`src/rtl/div_ctrl_pkg.sv`:
```
// -----------------------------------------------------------------------------
// div_ctrl_pkg
// Shared definitions for the multi-cycle divider and its neighbours (execute
// stage, stall controller): sequencer state encoding, result-ready and
// start/stop handshake levels, and the single/double register bus widths.
// -----------------------------------------------------------------------------
package div_ctrl_pkg;

   typedef enum logic [1:0] {
      DIV_IDLE   = 2'b00,
      DIV_BYZERO = 2'b01,
      DIV_ON     = 2'b10,
      DIV_END    = 2'b11
   } div_state_e;

   localparam logic DivResultReady    = 1'b1;
   localparam logic DivResultNotReady = 1'b0;
   localparam logic DivStart          = 1'b1;
   localparam logic DivStop           = 1'b0;

   localparam int RegBus       = 32;
   localparam int DoubleRegBus = 64;

endpackage

```
`src/rtl/div_step.sv`:
```
// -----------------------------------------------------------------------------
// div_step
// One combinational restoring-division iteration.
// Ports:
//   rem      partial remainder (always < divisor on entry)
//   divisor  divisor magnitude
//   in_bit   next dividend bit, MSB first
//   rem_next partial remainder after this iteration
//   q_bit    quotient bit produced by this iteration
// -----------------------------------------------------------------------------
import div_ctrl_pkg::*;

module div_step #(
   parameter int DATA_W = 32
) (
   input  logic [DATA_W-1:0] rem,
   input  logic [DATA_W-1:0] divisor,
   input  logic              in_bit,
   output logic [DATA_W-1:0] rem_next,
   output logic              q_bit
);

   logic [DATA_W:0] shifted;
   logic [DATA_W:0] trial;

   // rem < divisor guarantees shifted < 2*divisor, so the MSB of the
   // (DATA_W+1)-bit trial difference is an exact sign bit and the kept value
   // always fits back into DATA_W bits.
   always_comb begin
      shifted = {rem, in_bit};
      trial   = shifted - {1'b0, divisor};
      if (!trial[DATA_W]) begin
         rem_next = trial[DATA_W-1:0];
         q_bit    = 1'b1;
      end else begin
         rem_next = shifted[DATA_W-1:0];
         q_bit    = 1'b0;
      end
   end

endmodule

```
`src/rtl/div_ctrl.sv`:
```
// -----------------------------------------------------------------------------
// div_ctrl
// Multi-cycle divide sequencer (DIV / DIVU), one quotient bit per cycle using
// a restoring shift-subtract loop. Returns {remainder, quotient} for HI/LO.
// Optional build macro: DIV_EARLY_EXIT_EN -- when defined, a request whose
// dividend magnitude is below the divisor magnitude completes at once.
// Ports:
//   clk, rst     clock, synchronous active-high reset
//   start_i      divide request, held until ready_o
//   annul_i      cancel (pipeline flush), wins over start_i
//   signed_i     1 = signed divide, sampled with start_i
//   opdata1_i    dividend, sampled with start_i
//   opdata2_i    divisor, sampled with start_i
//   result_o     {remainder, quotient}, zero unless ready_o
//   ready_o      result valid
//   busy_o       divide in progress
// -----------------------------------------------------------------------------
import div_ctrl_pkg::*;

module div_ctrl #(
   parameter int DATA_W = 32
) (
   input  logic                clk,
   input  logic                rst,
   input  logic                start_i,
   input  logic                annul_i,
   input  logic                signed_i,
   input  logic [DATA_W-1:0]   opdata1_i,
   input  logic [DATA_W-1:0]   opdata2_i,
   output logic [2*DATA_W-1:0] result_o,
   output logic                ready_o,
   output logic                busy_o
);

   localparam int CNT_W = $clog2(DATA_W + 1);

   div_state_e        state;
   logic [CNT_W-1:0]  cnt;
   logic [DATA_W-1:0] rem;
   // Holds the remaining dividend bits in its upper part and the quotient
   // bits collected so far in its lower part; after DATA_W shifts it is
   // entirely quotient.
   logic [DATA_W-1:0] quo_dvd;
   logic [DATA_W-1:0] divisor;
   logic              sign_a;
   logic              sign_b;

   logic              neg_a;
   logic              neg_b;
   logic [DATA_W-1:0] abs_a;
   logic [DATA_W-1:0] abs_b;
   logic [DATA_W-1:0] rem_next;
   logic              q_bit;
   logic [DATA_W-1:0] q_final;
   logic [DATA_W-1:0] r_final;
   logic              last_iter;

   // Two's-complement negate when requested; -2^(W-1) wraps onto itself,
   // which gives the natural overflow result.
   function automatic logic [DATA_W-1:0] cond_negate(input logic [DATA_W-1:0] v,
                                                     input logic              neg);
      return neg ? ('0 - v) : v;
   endfunction

   always_comb begin
      neg_a     = signed_i && ($signed(opdata1_i) < 0);
      neg_b     = signed_i && ($signed(opdata2_i) < 0);
      abs_a     = cond_negate(opdata1_i, neg_a);
      abs_b     = cond_negate(opdata2_i, neg_b);
      last_iter = (cnt == CNT_W'(DATA_W - 1));
      // Quotient negative when operand signs differ; remainder follows the
      // dividend. Signs are only latched for signed requests.
      q_final   = cond_negate({quo_dvd[DATA_W-2:0], q_bit}, sign_a ^ sign_b);
      r_final   = cond_negate(rem_next, sign_a);
   end

   div_step #(.DATA_W(DATA_W)) u_step (
      .rem      (rem),
      .divisor  (divisor),
      .in_bit   (quo_dvd[DATA_W-1]),
      .rem_next (rem_next),
      .q_bit    (q_bit)
   );

   always_ff @(posedge clk) begin
      if (rst) begin
         state    <= DIV_IDLE;
         cnt      <= '0;
         rem      <= '0;
         quo_dvd  <= '0;
         divisor  <= '0;
         sign_a   <= 1'b0;
         sign_b   <= 1'b0;
         result_o <= '0;
         ready_o  <= DivResultNotReady;
         busy_o   <= 1'b0;
      end else begin
         case (state)
            DIV_IDLE: begin
               if (start_i == DivStart && !annul_i) begin
                  if (opdata2_i == '0) begin
                     state  <= DIV_BYZERO;
                     busy_o <= 1'b1;
                  end
`ifdef DIV_EARLY_EXIT_EN
                  else if (abs_a < abs_b) begin
                     state    <= DIV_END;
                     result_o <= {opdata1_i, {DATA_W{1'b0}}};
                     ready_o  <= DivResultReady;
                  end
`endif
                  else begin
                     state   <= DIV_ON;
                     busy_o  <= 1'b1;
                     cnt     <= '0;
                     rem     <= '0;
                     quo_dvd <= abs_a;
                     divisor <= abs_b;
                     sign_a  <= neg_a;
                     sign_b  <= neg_b;
                  end
               end
            end

            DIV_BYZERO: begin
               busy_o <= 1'b0;
               if (annul_i) begin
                  state <= DIV_IDLE;
               end else begin
                  state    <= DIV_END;
                  result_o <= '0;
                  ready_o  <= DivResultReady;
               end
            end

            DIV_ON: begin
               if (annul_i) begin
                  state  <= DIV_IDLE;
                  busy_o <= 1'b0;
               end else begin
                  rem     <= rem_next;
                  quo_dvd <= {quo_dvd[DATA_W-2:0], q_bit};
                  cnt     <= cnt + CNT_W'(1);
                  if (last_iter) begin
                     state    <= DIV_END;
                     busy_o   <= 1'b0;
                     result_o <= {r_final, q_final};
                     ready_o  <= DivResultReady;
                  end
               end
            end

            DIV_END: begin
               if (start_i == DivStop || annul_i) begin
                  state    <= DIV_IDLE;
                  result_o <= '0;
                  ready_o  <= DivResultNotReady;
               end
            end

            default: state <= DIV_IDLE;
         endcase
      end
   end

endmodule

```
`config.mk`:
```
export PLATFORM = sky130hd
export DESIGN_NAME = div_ctrl
export DESIGN_NICKNAME = d
export VERILOG_FILES = /design/src/rtl/div_ctrl_pkg.sv /design/src/rtl/div_step.sv /design/src/rtl/div_ctrl.sv
export SDC_FILE = /design/constraint.sdc
export NUM_CORES = 1
export LEC_CHECK = 0
export ABC_AREA = 1
export BUFFER_PORTS_ARGS = -buffer_cell sky130_fd_sc_hd__buf_2
export CAP_MARGIN = 20
export CORE_MARGIN = 5
export CORE_UTILIZATION = 46
export DETAILED_ROUTE_END_ITERATION = 10
export HOLD_SLACK_MARGIN = 0.05
export REMOVE_ABC_BUFFERS = 1
export SETUP_SLACK_MARGIN = 0.15
export SYNTH_ARGS = -nofsm -noshare
export SYNTH_HDL_FRONTEND = slang
export SYNTH_SLANG_ARGS = --single-unit
```
`constraint.sdc`:
```
create_clock -name clk -period 4.2 [get_ports clk]
set_input_delay 0.63 -clock clk [delete_from_list [all_inputs] [get_ports clk]]
set_output_delay 0.63 -clock clk [all_outputs]
set_load 0.02 [all_outputs]
```
## After elaboration in Yosys (flattened, before gate mapping)

Index checks and enable logic that the tools add are counted.
W data, S select, Z words.

| storage, ports and cells | value |
|---|---|
| output and inout bits | 66 |
| logic and storage cells | 86 |
| memory bits (read-only) | 0 |
| RAM bits | 0 |
| input bits | 69 |
| register bits after elaboration | 172 |
| memories kept | 0 |
| bits in latches | 0 |

| operators by class | value |
|---|---|
| $lt $le $gt $ge | 2 |
| equal/unequal tests | 11 |
| add/subtract/negate cells | 6 |
| reductions and logical operators | 15 |
| $mul | 0 |
| div/mod/pow operators | 0 |
| bitwise operators | 3 |
| mux-type cells | 39 |
| shift-type cells | 0 |

Operator list:

| operator | number |
|---|---|
| $mux W32 | 11 |
| $mux W64 | 4 |
| $pmux W64 S3 | 1 |
| $pmux W32 S2 | 2 |
| $sub A1 B32 Y32 const A | 4 |
| $lt A32 B1 Y1 const B | 2 |
| $sub A33 B32 Y33 | 1 |
| $logic_not A32 Y1 | 1 |
| $mux W6 | 3 |
| $mux W2 | 6 |
| $ne A2 B2 Y1 const B | 6 |
| $pmux W6 S2 | 1 |
| $reduce_and A3 Y1 | 3 |
| $mux W1 | 8 |
| $pmux W2 S4 | 1 |
| $add A6 B1 Y6 const B | 1 |
| $eq A6 B5 Y1 const B | 1 |
| $pmux W1 S3 | 2 |
| $reduce_bool A3 Y1 | 2 |
| $reduce_and A5 Y1 | 1 |
| $eq A2 B2 Y1 const B | 2 |
| $reduce_and A4 Y1 | 1 |
| $logic_and A1 B1 Y1 | 3 |
| $ne A3 B3 Y1 const B | 1 |
| other kinds (7) | 8 |

## Logic depth before layout (Yosys ltp)

| logic depth | value |
|---|---|
| depth in word-level cells | 7 |
| mapped depth | 29 |
| gate-level depth less buffers | 27 |

## Modules after synthesis

A second synthesis with hierarchy kept.

| second synthesis, totals | value |
|---|---|
| cells, all modules | 2,280 |
| area total of the unflattened synthesis | 13,327.8 µm² |

By module, submodules not included:

| module | cells each | times used | area each (µm²) | seq. area each (µm²) |
|---|---|---|---|---|
| div_ctrl | 1,600 | 1 | 10,177.3 | 3,443.3 |
| div_step | 680 | 1 | 3,150.5 | 0.0 |

## Least setup slack after synthesis

Ideal clock, no wire load.

| timing | value |
|---|---|
| path type | register to register |
| start | register quo_dvd[31] |
| end | register result_o[28] |
| data required time | 4.130 ns |
| setup time | 0.070 ns |
| path buffers | 2 |
| setup slack | 0.286 ns |
| arrival time | 3.844 ns |
| stages on the path, launching flop included | 29 |
| period minus slack after synthesis | 3.914 ns |
| cells stage by stage | dfxtp_1 > inv_1 > ha_1 > inv_1 > fa_1 > nand2_1 > nand2_1 > nand3_1 > nand2_2 > nand2_1 > nand2_1 > nand2_2 > nand3_2 > nand2_4 > buf_8 > buf_6 > ha_1 > inv_1 > nor3_1 > nor3b_1 > nand3_1 > nor3_1 > nand4_1 > nand2_1 > o21ai_0 > o21bai_1 > a21oi_1 > o21ai_0 > a21oi_1 |

| between the ends | value |
|---|---|
| word-level cells in the longest chain between the ends | 7 |

RTL lines:

| element | line | source |
|---|---|---|
| start: declaration | div_ctrl.sv:43 | `logic [DATA_W-1:0] quo_dvd;` |
| start signal: assignment | div_ctrl.sv:117 | `quo_dvd <= abs_a;` |
| start signal: assignment | div_ctrl.sv:142 | `quo_dvd <= {quo_dvd[DATA_W-2:0], q_bit};` |
| $sub A33 B32 Y33 | div_step.sv:31 | `trial = shifted - {1'b0, divisor};` |
| $mux W1 | div_step.sv:32 | `if (!trial[DATA_W]) begin` |
| $sub A1 B32 Y32 | div_ctrl.sv:62 | `return neg ? ('0 - v) : v;` |
| $mux W32 | div_ctrl.sv:62 |  |
| $mux W64 | div_ctrl.sv:144 | `if (last_iter) begin` |
| $mux W64 | div_ctrl.sv:137 | `if (annul_i) begin` |
| $pmux W64 S3 | div_ctrl.sv:98 | `case (state)` |
| end signal: assignment | div_ctrl.sv:147 | `result_o <= {r_final, q_final};` |
| end: declaration | div_ctrl.sv:30 | `output logic [2*DATA_W-1:0] result_o,` |

Every way passes these cells. The select of a mux whose other input is x is not followed.
A chain may end at the register's enable or synchronous reset.

## Worst setup path after layout

| timing | value |
|---|---|
| start | register divisor[27] |
| end | register result_o[28] |

| between the ends | value |
|---|---|
| word-level cells in the longest chain between the ends | 7 |

RTL lines:

| element | line | source |
|---|---|---|
| start: declaration | div_ctrl.sv:44 | `logic [DATA_W-1:0] divisor;` |
| start signal: assignment | div_ctrl.sv:118 | `divisor <= abs_b;` |
| $sub A33 B32 Y33 | div_step.sv:31 |  |
| $mux W1 | div_step.sv:32 |  |
| $sub A1 B32 Y32 | div_ctrl.sv:62 |  |
| $mux W32 | div_ctrl.sv:62 |  |
| $mux W64 | div_ctrl.sv:144 |  |
| $mux W64 | div_ctrl.sv:137 |  |
| $pmux W64 S3 | div_ctrl.sv:98 |  |

Every way passes these cells. The select of a mux whose other input is x is not followed.

==> results.sh <==
export IMPL_status="finished, final reports clean"
export IMPL_final_nets=2320
export IMPL_num_rows=60
export IMPL_fin_hold_ws_ns=0.459
export IMPL_maxSlewHeadroom_pct=48.4
export IMPL_initial_core_util_pct=46.8
export IMPL_min_period_ns=3.78
export IMPL_cts_tree="done"
export IMPL_die_w_um=176
export IMPL_ys_seq_elements=172
export IMPL_clk_latency_ns=0.44
export IMPL_post_drt_wl_per_cell_um=16.0
export IMPL_core_area_mm2=0.0270
export IMPL_path_cells="inv_1 -> ha_1 -> nand2_1 -> nor2_1 -> and2_1 -> and2_4 -> nand2_2 -> nand2_4 -> nand2_4 -> nand2_4 -> ha_1 -> inv_1 -> nor3_2 -> nor3b_2 -> nand3_1 -> nor3_2 -> buf_4 -> nand4_1 -> nand2_2 -> o21ai_4 -> o21bai_1 -> a21oi_1 -> o21ai_0 -> a21oi_1"
export IMPL_finalClockSkew_ns=0.0121
export IMPL_root_buffer="clkbuf_16"
export IMPL_grt_pass1_wl_mm=65.2
export IMPL_ios=135
export IMPL_via_per_inst=5.26
export IMPL_synth_top_area_share_pct=27.2
export IMPL_startpoint_type="register"
export IMPL_fin_crit_sh_pct=89.9
export IMPL_cp_buffers_inverters=3
export IMPL_synthCells=2102
export IMPL_synthTopCellsByArea="dfxtp_1 27%, nand2_1 20%, inv_1 8.0%"
export IMPL_critPathKind="register to register"
export IMPL_cp_arrival_ns=4.14
export IMPL_drv_cap=0
export IMPL_cp_required_ns=4.57
export IMPL_utilization_pct=52.9
export IMPL_yosys_top_cells_count="680 x nand2_1, 269 x inv_1, 193 x a21oi_1, 172 x dfxtp_1, 167 x nor2_1"
export IMPL_power_density_mw_per_mm2=539
export IMPL_drcViolationCount=0
export IMPL_syn2layout_area_growth_pct=13.0
export IMPL_grt_pass1_vias=12600
export IMPL_nFillCells=2882
export IMPL_ys_warn_count=0
export IMPL_ant_nets=0
export IMPL_hold_viol=0
export IMPL_dr_pass1_iters=6
export IMPL_hpwl_mm=31.9
export IMPL_synth_ff_type="dfxtp_1"
export IMPL_routed_via_count=13500
export IMPL_worst_path_most_repeated_cell="nand2_4"
export IMPL_yosysMostFrequentCell="nand2_1"
export IMPL_setup_viol=0
export IMPL_grt_ovfl_total=0
export IMPL_worstHoldPathType="register to register"
export IMPL_crit_family="simple AND/OR/NAND/NOR gates"
export IMPL_io_buffers=134
export IMPL_numCtsBuffers=17
export IMPL_grt_max_degree=67
export IMPL_syn_area_mm2=0.0127
export IMPL_grt_usage_pct=26.1
export IMPL_critPathMaxFanout=7
export IMPL_grt_antenna_before_repair=0
export IMPL_final_cell_area_mm2=0.0143
export IMPL_rsz0062_at_grt="false"
export IMPL_p_leak_nw=7.18
export IMPL_worstMarginPinSlew_ns=0.775
export IMPL_slowest_delay_ns=0.35
export IMPL_synth_area_leader_cell="dfxtp_1"
export IMPL_gp_congestion=0.928
export IMPL_synth_area_per_cell_um2=6.02
export IMPL_ys_async_sr_fraction_pct=0
export IMPL_drt_iter0_drc=924
export IMPL_drive_gt1_share_pct=12.1
export IMPL_cts_sinks=172
export IMPL_post_cts_repair_setup_buffers=0
export IMPL_cts_buffer_depth=2
export IMPL_diodes=0
export IMPL_slew_violations=0
export IMPL_synth_seq_area_share_pct=27.2
export IMPL_htree_levels=4
export IMPL_postPlaceCellArea_mm2=0.0136
export IMPL_synthDistinctLibCells=55
export IMPL_dieArea_mm2=0.0309
export IMPL_worstSetupEndpointType="register"
export IMPL_crit_path_top_delay_cell="dfxtp_1"
export IMPL_clk_pin_slew_ns=0.07
export IMPL_vdd_drop_max_mv=0.386
export IMPL_fmaxAchievable_mhz=265
export IMPL_synth_edf_count=0
export IMPL_drt_total_wl_mm=41.0
export IMPL_die_h_um=176
## area by class of cell
cell class | count | area (µm²) | area share [%]
timing repair buffer | 161 | 912 | 6.38
tap | 341 | 427 | 2.98
clock inverter | 13 | 129 | 0.901
clock buffer | 19 | 453 | 3.17
sequential | 172 | 3440 | 24.1
multi-input combinational | 1583 | 7910 | 55.3
inverter | 273 | 1020 | 7.17
## registers in the layout, indices dropped and copies added (netlist names)
register  count
busy_o        1
cnt           6
sign_a        1
state         2
quo_dvd      32
ready_o       1
rem          32
result_o     64
sign_b        1
divisor      32
## path summary, 6_finish.rpt
check	start	endpoint	slack [ns]	depth (start not counted)
hold reg to reg	divisor[10]	divisor[10]	0.46	2
hold / removal	divisor[10]	divisor[10]	0.46	2
setup / recovery	divisor[27]	result_o[28]	0.42	24
setup reg to reg	divisor[27]	result_o[28]	0.42	24
## timing repair
item,4_1_cts,5_1_grt
hold endpoints to repair,0,0
hold buffers,0,0
pin swaps,0,2
endpoints found under the setup margin,3,22
gates resized for setup,1,18
## metrics by stage
stage,TNS (ns),setup WS (ns),std cells,power [W]
2_1_floorplan,-161.24,-2.81,2028,0.00475
3_3_place_gp,0,0.265,2529,0.00601
3_5_place_dp,0,0.144,2529,0.00602
4_1_cts,0,0.242,2561,0.00767
5_1_grt,0,0.129,2562,0.00836
6_report,0,0.424,2562,0.00770
## kinds of logic after synthesis
family / after synthesis / synth area share [%]
adders and majority gates: 43 / 4.31
buffers and inverters: 347 / 11.0
AOI/OAI and AO/OA: 331 / 14.2
DFF: 172 / 27.2
xor gates and xnor gates: 73 / 5.05
and+or+nand+nor: 1136 / 38.2
## placed cells by master, fill, tap and decap left out, drive strengths merged, types with 6 or more instances in the layout
| cell | netlist | layout |
|---|---|---|
| a21oi | 195 | 195 |
| a31oi | 23 | 23 |
| buf | 17 | 161 |
| clkbuf | 56 | 19 |
| clkinv | 2 | 7 |
| dfxtp | 172 | 172 |
| ha | 42 | 42 |
| inv | 271 | 277 |
| nand2 | 703 | 703 |
| nand3 | 158 | 158 |
| nand3b | 16 | 16 |
| nand4 | 20 | 20 |
| nor2 | 175 | 175 |
| nor3 | 26 | 26 |
| nor4 | 11 | 11 |
| o21ai | 79 | 79 |
| o21bai | 6 | 6 |
| or2 | 19 | 19 |
| xnor2 | 24 | 24 |
| xor2 | 49 | 49 |
## tightest hold or removal path: cells and delay by family (launching register included)
family,cells,cell delay (ns)
flip-flops,1,0.30
buffers and inverters,1,0.06
AO/OA/AOI/OAI,1,0.06
## routing by layer
metal	vias to the layer above	wire length [µm]	GRT usage (%)
li1	6944	-	-
met1	6143	18200	33.2
met2	321	19900	45.6
met3	56	1830	3.72
met4	0	1060	8.41
met5	-	0	0
## power breakdown
| group | internal [W] | switching, W | total (W) |
|---|---|---|---|
| clock | 0.000864 | 0.000762 | 0.00163 |
| sequential | 0.00180 | 0.000132 | 0.00193 |
| combinational | 0.00128 | 0.00287 | 0.00414 |
Power figures use the tool's default switching activity.
